<file path="config.mk">
export PLATFORM = sky130hd
export DESIGN_NAME = fetch_stage
export DESIGN_NICKNAME = d
export VERILOG_FILES = /design/src/rtl/core_pkg.sv /design/src/rtl/ifid_reg.sv /design/src/rtl/fetch_stage.sv
export SDC_FILE = /design/constraint.sdc
export NUM_CORES = 1
export LEC_CHECK = 0
export ABC_AREA = 0
export CAP_MARGIN = 20
export CORE_ASPECT_RATIO = 1.1
export CORE_MARGIN = 1
export CORE_UTILIZATION = 45
export CTS_BUF_LIST = sky130_fd_sc_hd__clkbuf_4
export CTS_CLUSTER_DIAMETER = 80
export CTS_CLUSTER_SIZE = 24
export DETAILED_ROUTE_END_ITERATION = 12
export HOLD_SLACK_MARGIN = 0.05
export MAX_ROUTING_LAYER = met4
export PLACE_DENSITY_LB_ADDON = 0.08
export REMOVE_ABC_BUFFERS = 1
export SLEW_MARGIN = 20
export SYNTH_ARGS = -nofsm -noshare
export SYNTH_HDL_FRONTEND = slang
export SYNTH_SLANG_ARGS = --single-unit
export TNS_END_PERCENT = 50
</file>
<file path="constraint.sdc">
create_clock -name clk -period 5.7 [get_ports clk]
set_clock_uncertainty 0.05 [all_clocks]
set_input_delay 1.71 -clock clk [delete_from_list [all_inputs] [get_ports clk]]
set_output_delay 1.71 -clock clk [all_outputs]
set_load 0.01 [all_outputs]
</file>
<file path="src/rtl/core_pkg.sv">
// Shared core definitions: datapath width, the canonical NOP encoding and the
// fetch FSM state type.
package core_pkg;

    localparam int unsigned XLEN = 32;
    localparam logic [31:0] NOP  = 32'h0000_0013;

    typedef enum logic [1:0] {
        IDLE = 2'd0,
        RUN  = 2'd1,
        WAIT = 2'd2,
        KILL = 2'd3
    } fetch_state_e;

endpackage

</file>
<file path="src/rtl/ifid_reg.sv">
// IF/ID pipeline register plus a one-entry hold buffer that parks an
// instruction returned while decode is stalled.
module ifid_reg #(
    parameter int unsigned XLEN = core_pkg::XLEN
) (
    input  logic            clk,
    input  logic            rst_n,
    input  logic            stall_i,
    input  logic            flush_i,
    input  logic            deliver_valid_i,
    input  logic [XLEN-1:0] deliver_pc_i,
    input  logic [31:0]     deliver_instr_i,
    output logic            hold_full_o,
    output logic            ifid_valid_o,
    output logic [XLEN-1:0] ifid_pc_o,
    output logic [XLEN-1:0] ifid_pc_plus4_o,
    output logic [31:0]     ifid_instr_o
);
    import core_pkg::*;

    localparam logic [XLEN-1:0] PC_STEP = XLEN'(3'd4);

    logic            ifid_valid_q, ifid_valid_d;
    logic [XLEN-1:0] ifid_pc_q, ifid_pc_d;
    logic [XLEN-1:0] ifid_pc_plus4_q, ifid_pc_plus4_d;
    logic [31:0]     ifid_instr_q, ifid_instr_d;
    logic            hold_valid_q, hold_valid_d;
    logic [XLEN-1:0] hold_pc_q, hold_pc_d;
    logic [31:0]     hold_instr_q, hold_instr_d;

    // Next-state selection: flush beats stall, a parked entry beats new delivery.
    always_comb begin
        ifid_valid_d    = ifid_valid_q;
        ifid_pc_d       = ifid_pc_q;
        ifid_pc_plus4_d = ifid_pc_plus4_q;
        ifid_instr_d    = ifid_instr_q;
        hold_valid_d    = hold_valid_q;
        hold_pc_d       = hold_pc_q;
        hold_instr_d    = hold_instr_q;
        if (flush_i) begin
            ifid_valid_d = 1'b0;
            ifid_instr_d = NOP;
            hold_valid_d = 1'b0;
        end else if (stall_i) begin
            if (deliver_valid_i) begin
                hold_valid_d = 1'b1;
                hold_pc_d    = deliver_pc_i;
                hold_instr_d = deliver_instr_i;
            end else begin
                hold_valid_d = hold_valid_q;
            end
        end else if (hold_valid_q) begin
            ifid_valid_d    = 1'b1;
            ifid_pc_d       = hold_pc_q;
            ifid_pc_plus4_d = hold_pc_q + PC_STEP;
            ifid_instr_d    = hold_instr_q;
            hold_valid_d    = 1'b0;
        end else if (deliver_valid_i) begin
            ifid_valid_d    = 1'b1;
            ifid_pc_d       = deliver_pc_i;
            ifid_pc_plus4_d = deliver_pc_i + PC_STEP;
            ifid_instr_d    = deliver_instr_i;
        end else begin
            ifid_valid_d = 1'b0;
            ifid_instr_d = NOP;
        end
    end

    // IF/ID and hold buffer state registers.
    always_ff @(posedge clk or negedge rst_n) begin
        if (!rst_n) begin
            ifid_valid_q    <= 1'b0;
            ifid_pc_q       <= '0;
            ifid_pc_plus4_q <= '0;
            ifid_instr_q    <= NOP;
            hold_valid_q    <= 1'b0;
            hold_pc_q       <= '0;
            hold_instr_q    <= NOP;
        end else begin
            ifid_valid_q    <= ifid_valid_d;
            ifid_pc_q       <= ifid_pc_d;
            ifid_pc_plus4_q <= ifid_pc_plus4_d;
            ifid_instr_q    <= ifid_instr_d;
            hold_valid_q    <= hold_valid_d;
            hold_pc_q       <= hold_pc_d;
            hold_instr_q    <= hold_instr_d;
        end
    end

    assign hold_full_o     = hold_valid_q;
    assign ifid_valid_o    = ifid_valid_q;
    assign ifid_pc_o       = ifid_pc_q;
    assign ifid_pc_plus4_o = ifid_pc_plus4_q;
    assign ifid_instr_o    = ifid_instr_q;

endmodule

</file>
<file path="src/rtl/fetch_stage.sv">
// Instruction fetch: next-PC register and a single-outstanding-request FSM
// talking to instruction memory, feeding the IF/ID register.
module fetch_stage #(
    parameter int unsigned          XLEN     = core_pkg::XLEN,
    parameter logic [XLEN-1:0]      RESET_PC = XLEN'(32'h0000_0000)
) (
    input  logic            clk,
    input  logic            rst_n,
    output logic            imem_req_valid,
    input  logic            imem_req_ready,
    output logic [XLEN-1:0] imem_addr,
    input  logic            imem_rsp_valid,
    input  logic [31:0]     imem_rsp_data,
    input  logic            stall_i,
    input  logic            flush_i,
    input  logic            redirect_valid,
    input  logic [XLEN-1:0] redirect_pc,
    output logic            ifid_valid,
    output logic [XLEN-1:0] ifid_pc,
    output logic [XLEN-1:0] ifid_pc_plus4,
    output logic [31:0]     ifid_instr
);
    import core_pkg::*;

    localparam logic [XLEN-1:0] PC_STEP    = XLEN'(3'd4);
    localparam logic [XLEN-1:0] ALIGN_MASK = {{(XLEN-2){1'b1}}, 2'b00};

    fetch_state_e    state_q, state_d;
    logic [XLEN-1:0] pc_q, pc_d;
    logic [XLEN-1:0] inflight_pc_q, inflight_pc_d;
    logic [XLEN-1:0] redirect_target_s;
    logic            req_valid_s;
    logic            deliver_valid_s;
    logic            hold_full_s;

    assign redirect_target_s = redirect_pc & ALIGN_MASK;

    // FSM next state, PC update and request/delivery strobes.
    always_comb begin
        state_d         = state_q;
        pc_d            = pc_q;
        inflight_pc_d   = inflight_pc_q;
        req_valid_s     = 1'b0;
        deliver_valid_s = 1'b0;
        case (state_q)
            IDLE: begin
                state_d = RUN;
                if (redirect_valid) begin
                    pc_d = redirect_target_s;
                end else begin
                    pc_d = pc_q;
                end
            end
            RUN: begin
                if (redirect_valid) begin
                    pc_d = redirect_target_s;
                end else begin
                    req_valid_s = !hold_full_s;
                    if (!hold_full_s && imem_req_ready) begin
                        inflight_pc_d = pc_q;
                        pc_d          = pc_q + PC_STEP;
                        state_d       = WAIT;
                    end else begin
                        state_d = RUN;
                    end
                end
            end
            WAIT: begin
                if (redirect_valid) begin
                    // The in-flight instruction is on the wrong path.
                    pc_d    = redirect_target_s;
                    state_d = imem_rsp_valid ? RUN : KILL;
                end else if (imem_rsp_valid) begin
                    deliver_valid_s = 1'b1;
                    state_d         = RUN;
                end else begin
                    state_d = WAIT;
                end
            end
            KILL: begin
                if (redirect_valid) begin
                    pc_d = redirect_target_s;
                end else begin
                    pc_d = pc_q;
                end
                if (imem_rsp_valid) begin
                    state_d = RUN;
                end else begin
                    state_d = KILL;
                end
            end
            default: begin
                state_d = IDLE;
            end
        endcase
    end

    // FSM and PC registers.
    always_ff @(posedge clk or negedge rst_n) begin
        if (!rst_n) begin
            state_q       <= IDLE;
            pc_q          <= RESET_PC;
            inflight_pc_q <= RESET_PC;
        end else begin
            state_q       <= state_d;
            pc_q          <= pc_d;
            inflight_pc_q <= inflight_pc_d;
        end
    end

    assign imem_req_valid = req_valid_s;
    assign imem_addr      = pc_q;

    ifid_reg #(
        .XLEN (XLEN)
    ) u_ifid_reg (
        .clk             (clk),
        .rst_n           (rst_n),
        .stall_i         (stall_i),
        .flush_i         (flush_i | redirect_valid),
        .deliver_valid_i (deliver_valid_s),
        .deliver_pc_i    (inflight_pc_q),
        .deliver_instr_i (imem_rsp_data),
        .hold_full_o     (hold_full_s),
        .ifid_valid_o    (ifid_valid),
        .ifid_pc_o       (ifid_pc),
        .ifid_pc_plus4_o (ifid_pc_plus4),
        .ifid_instr_o    (ifid_instr)
    );

endmodule

</file>
==> flow_metrics.tcl <==
set metrics [dict create \
    p_sw_w 0.000962 \
    die_y_um 159 \
    core_mm2 0.0220 \
    die_w_um 145 \
    critical_path.top_delay_family "buffers and inverters" \
    clk_latency_ns 0.66 \
    comb_power_share_pct 20.7 \
    p_clk_share_pct 20.1 \
    avgSynthCellArea_um2 10.1 \
    power.density_mw_per_mm2 249 \
    final.setup.tns_ns 0 \
    synth_edf_count 0 \
    cts_tree "done" \
    crit_arrival_ns 3.18 \
    pwr-share-seq_pct 59.2 \
    grtUsageTotal_pct 22.5 \
    htree_levels 1 \
    cp.required_ns 3.94 \
    initial_utilization_pct 45.8 \
    max_freq_mhz 202 \
    finalSetupViolations 0 \
    firstDrtPassIters 6 \
    path_cells "clkdlybuf4s50_1 > inv_1 > nand3_1 > buf_4 > nor2_1 > clkdlybuf4s50_1" \
    slowest_stage "clkdlybuf4s50_1" \
    ys_ff_latch 218 \
    drive_gt1_share_pct 10.6 \
    final_max_slew_viol_count 0 \
    fin_cells 1468 \
    cp_max_fo 11 \
    ctsResizeCount 0 \
    postCtsSetupBuffers 0 \
    grt_pass1_wl_mm 40.1 \
    worstSetupEndpointType "output pin" \
    antenna_found_initial 2 \
    cp.buffers_inverters 4 \
    wl_mm 25.1 \
    yosysTopAreaCellShare_pct 52.6 \
    fin_crit_sh_pct 86.7 \
    hpwl_mm 17.4 \
    hold_class "reg2reg" \
    drc 0 \
    intPower_w 0.00214 \
    grt_pass1_vias 7418 \
    cts_buffers 13 \
    max_stage_delay_ns 0.56 \
    grt_max_degree 91 \
    ant_nets 0 \
    ys_types 63 \
    irDropWorstVdd_v 0.000195 \
    drt-initial-drc-count 522 \
    cp-start-kind "primary input" \
    outcome "finished, final reports clean" \
    ys.flop_type "dfrtp_1" \
    period_needed_ns 4.94 \
    fill_cells 1959 \
    syn_inst 1001 \
    portBuffers 192 \
    async_reset_ff_share_pct 100 \
    vias 7985 \
    clock_path_buffers 3 \
    drt-vias-per-instance 5.44 \
    dieArea_mm2 0.0230 \
    slew-limit-headroom_pct 39.7 \
    synth_area_mm2 0.0101 \
    wl_per_cell_um 17.1 \
    hold_viol_final 0 \
    cts_sinks 218 \
    gr-total-overflow 0 \
    clkTransAtPathRegs_ns 0.20 \
    hold_ws_ns 0.458 \
    ys_warn_count 0 \
    rows 57 \
    fin_util_pct 56.6 \
    ys_top_cells_by_area "dfrtp_1 53%, nand2_1 8.2%, mux2_2 7.4%, o21ai_0 4.5%, mux2i_1 2.7%" \
    layout.nets 1238 \
    hold_buffers 0 \
    path_class "in2out" \
    yosysTopAreaCell "dfrtp_1" \
    ios 201 \
    rsz0062_at_grt "no" \
    dp_cells 1445 \
    gp_congestion 0.884 \
    ys_seq_area_share_pct 54.2 \
    path_common_cell "clkdlybuf4s50_1" \
    maxCapViolCount 0 \
    cts-root-buf "clkbuf_4" \
    worst_pin_slew_ns 0.902 \
    swShare_pct 31.0 \
    p_leak_nw 5.35 \
    area_growth_pct 23.7 \
]
-- stage by stage --
step                      area (um^2)  total power (W)  setup slack, ns
after floorplan                  9810          0.00216            0.934
after CTS                       12500          0.00315            0.755
after global placement          12300          0.00250            0.760
final                           12500          0.00311            0.756
after global routing            12500          0.00329            0.653
after detailed placement        12300          0.00251            0.767
-- state kept, by name, indices dropped and copies added, names as in the netlist --
name	count
u_ifid_reg.hold_full_o	1
u_ifid_reg.hold_instr_q	32
u_ifid_reg.ifid_instr_o	32
u_ifid_reg.hold_pc_q	30
inflight_pc_q	30
state_q	2
u_ifid_reg.ifid_pc_o	30
imem_addr	30
u_ifid_reg.ifid_valid_o	1
u_ifid_reg.ifid_pc_plus4_o	30
-- area by class of cell --
cell class                 count  area (um^2)  area share (%)
antenna                        3         7.51          0.0602
clock buffer                  17          128            1.02
clock inverter                 3         26.3           0.211
inverter                       9         33.8           0.271
multi-input combinational    712         4340            34.8
sequential                   218         5470            43.8
tap                          295          369            2.96
timing repair buffer         211         2090            16.8
-- Yosys cell counts, types with 6 or more instances --
library cell / n
nand2_1: 219
nand3_1: 19
a21o_1: 7
inv_1: 9
a21oi_1: 21
o21ai_0: 90
a31oi_1: 14
mux2i_1: 27
xnor2_1: 18
buf_2: 7
nand4b_1: 8
and2_1: 9
a22oi_1: 33
dfrtp_1: 212
and3_1: 10
nand4_1: 19
nor4_1: 7
nor3_1: 13
mux2_2: 66
buf_4: 7
nor2_1: 42
dfstp_2: 6
a211oi_1: 7
clkbuf_1: 49
-- routing by layer --
metal	share of wire (%)	track usage (%)
met1	48	32.6
met2	45	34.1
met4	1.5	4.78
met5	0	-
met3	5.6	2.59
-- path summary, 6_finish.rpt --
kind / depth (start not counted) / from / to / slack (ns)
worst min register to register: 2 / u_ifid_reg.ifid_pc_o[8] / u_ifid_reg.ifid_pc_o[8] / 0.46
max in group asynchronous: 2 / rst_n / u_ifid_reg.hold_pc_q[14] / 3.64
worst max register to register: 5 / u_ifid_reg.hold_full_o / u_ifid_reg.ifid_pc_plus4_o[31] / 2.39
worst min-delay path: 2 / u_ifid_reg.ifid_pc_o[8] / u_ifid_reg.ifid_pc_o[8] / 0.46
min in group asynchronous: 1 / rst_n / imem_addr[15] / 0.99
worst max-delay path: 6 / redirect_valid / imem_req_valid / 0.76
-- cell usage in the layout (no fill, tap or decap), types with 10 or more instances in the layout --
cell type / n
xnor2_1: 18
nand3_1: 19
mux2_2: 66
nor3_1: 11
clkbuf_4: 17
a31oi_1: 14
a21oi_1: 21
and3_1: 10
o21ai_0: 90
nor2_1: 42
a22oi_1: 33
nand4_1: 19
dfrtp_1: 211
mux2i_1: 27
clkdlybuf4s50_1: 191
nand2_1: 219
buf_4: 17
-- power groups by stage --
| stage | sequential, W | combinational (W) | clock [W] |
|---|---|---|---|
| 2_1_floorplan | 0.00185 | 0.000312 | 0 |
| 3_3_place_gp | 0.00187 | 0.000636 | 0 |
| 6_report | 0.00184 | 0.000642 | 0.000624 |
| 4_1_cts | 0.00184 | 0.000648 | 0.000660 |
| 3_5_place_dp | 0.00187 | 0.000645 | 0 |
| 5_1_grt | 0.00187 | 0.000713 | 0.000711 |
-- kinds of logic after synthesis --
family | count (synthesis) | synth area share, %
compound gates | 215 | 13.5
xor+xnor | 22 | 1.91
fa+ha+maj | 2 | 0.248
buf+inv | 76 | 3.18
flops | 218 | 54.2
mux | 93 | 10.1
other cells | 1 | 0.0372
simple gates | 374 | 16.9
-- worst reg2reg max path, delay by kind of cell, from the launching register on --
kind	cells	cell delay, ns
compound gates	2	1.09
flops	1	0.98
simple gates	3	1.13
Note: power is estimated with default switching activity, not from simulation.
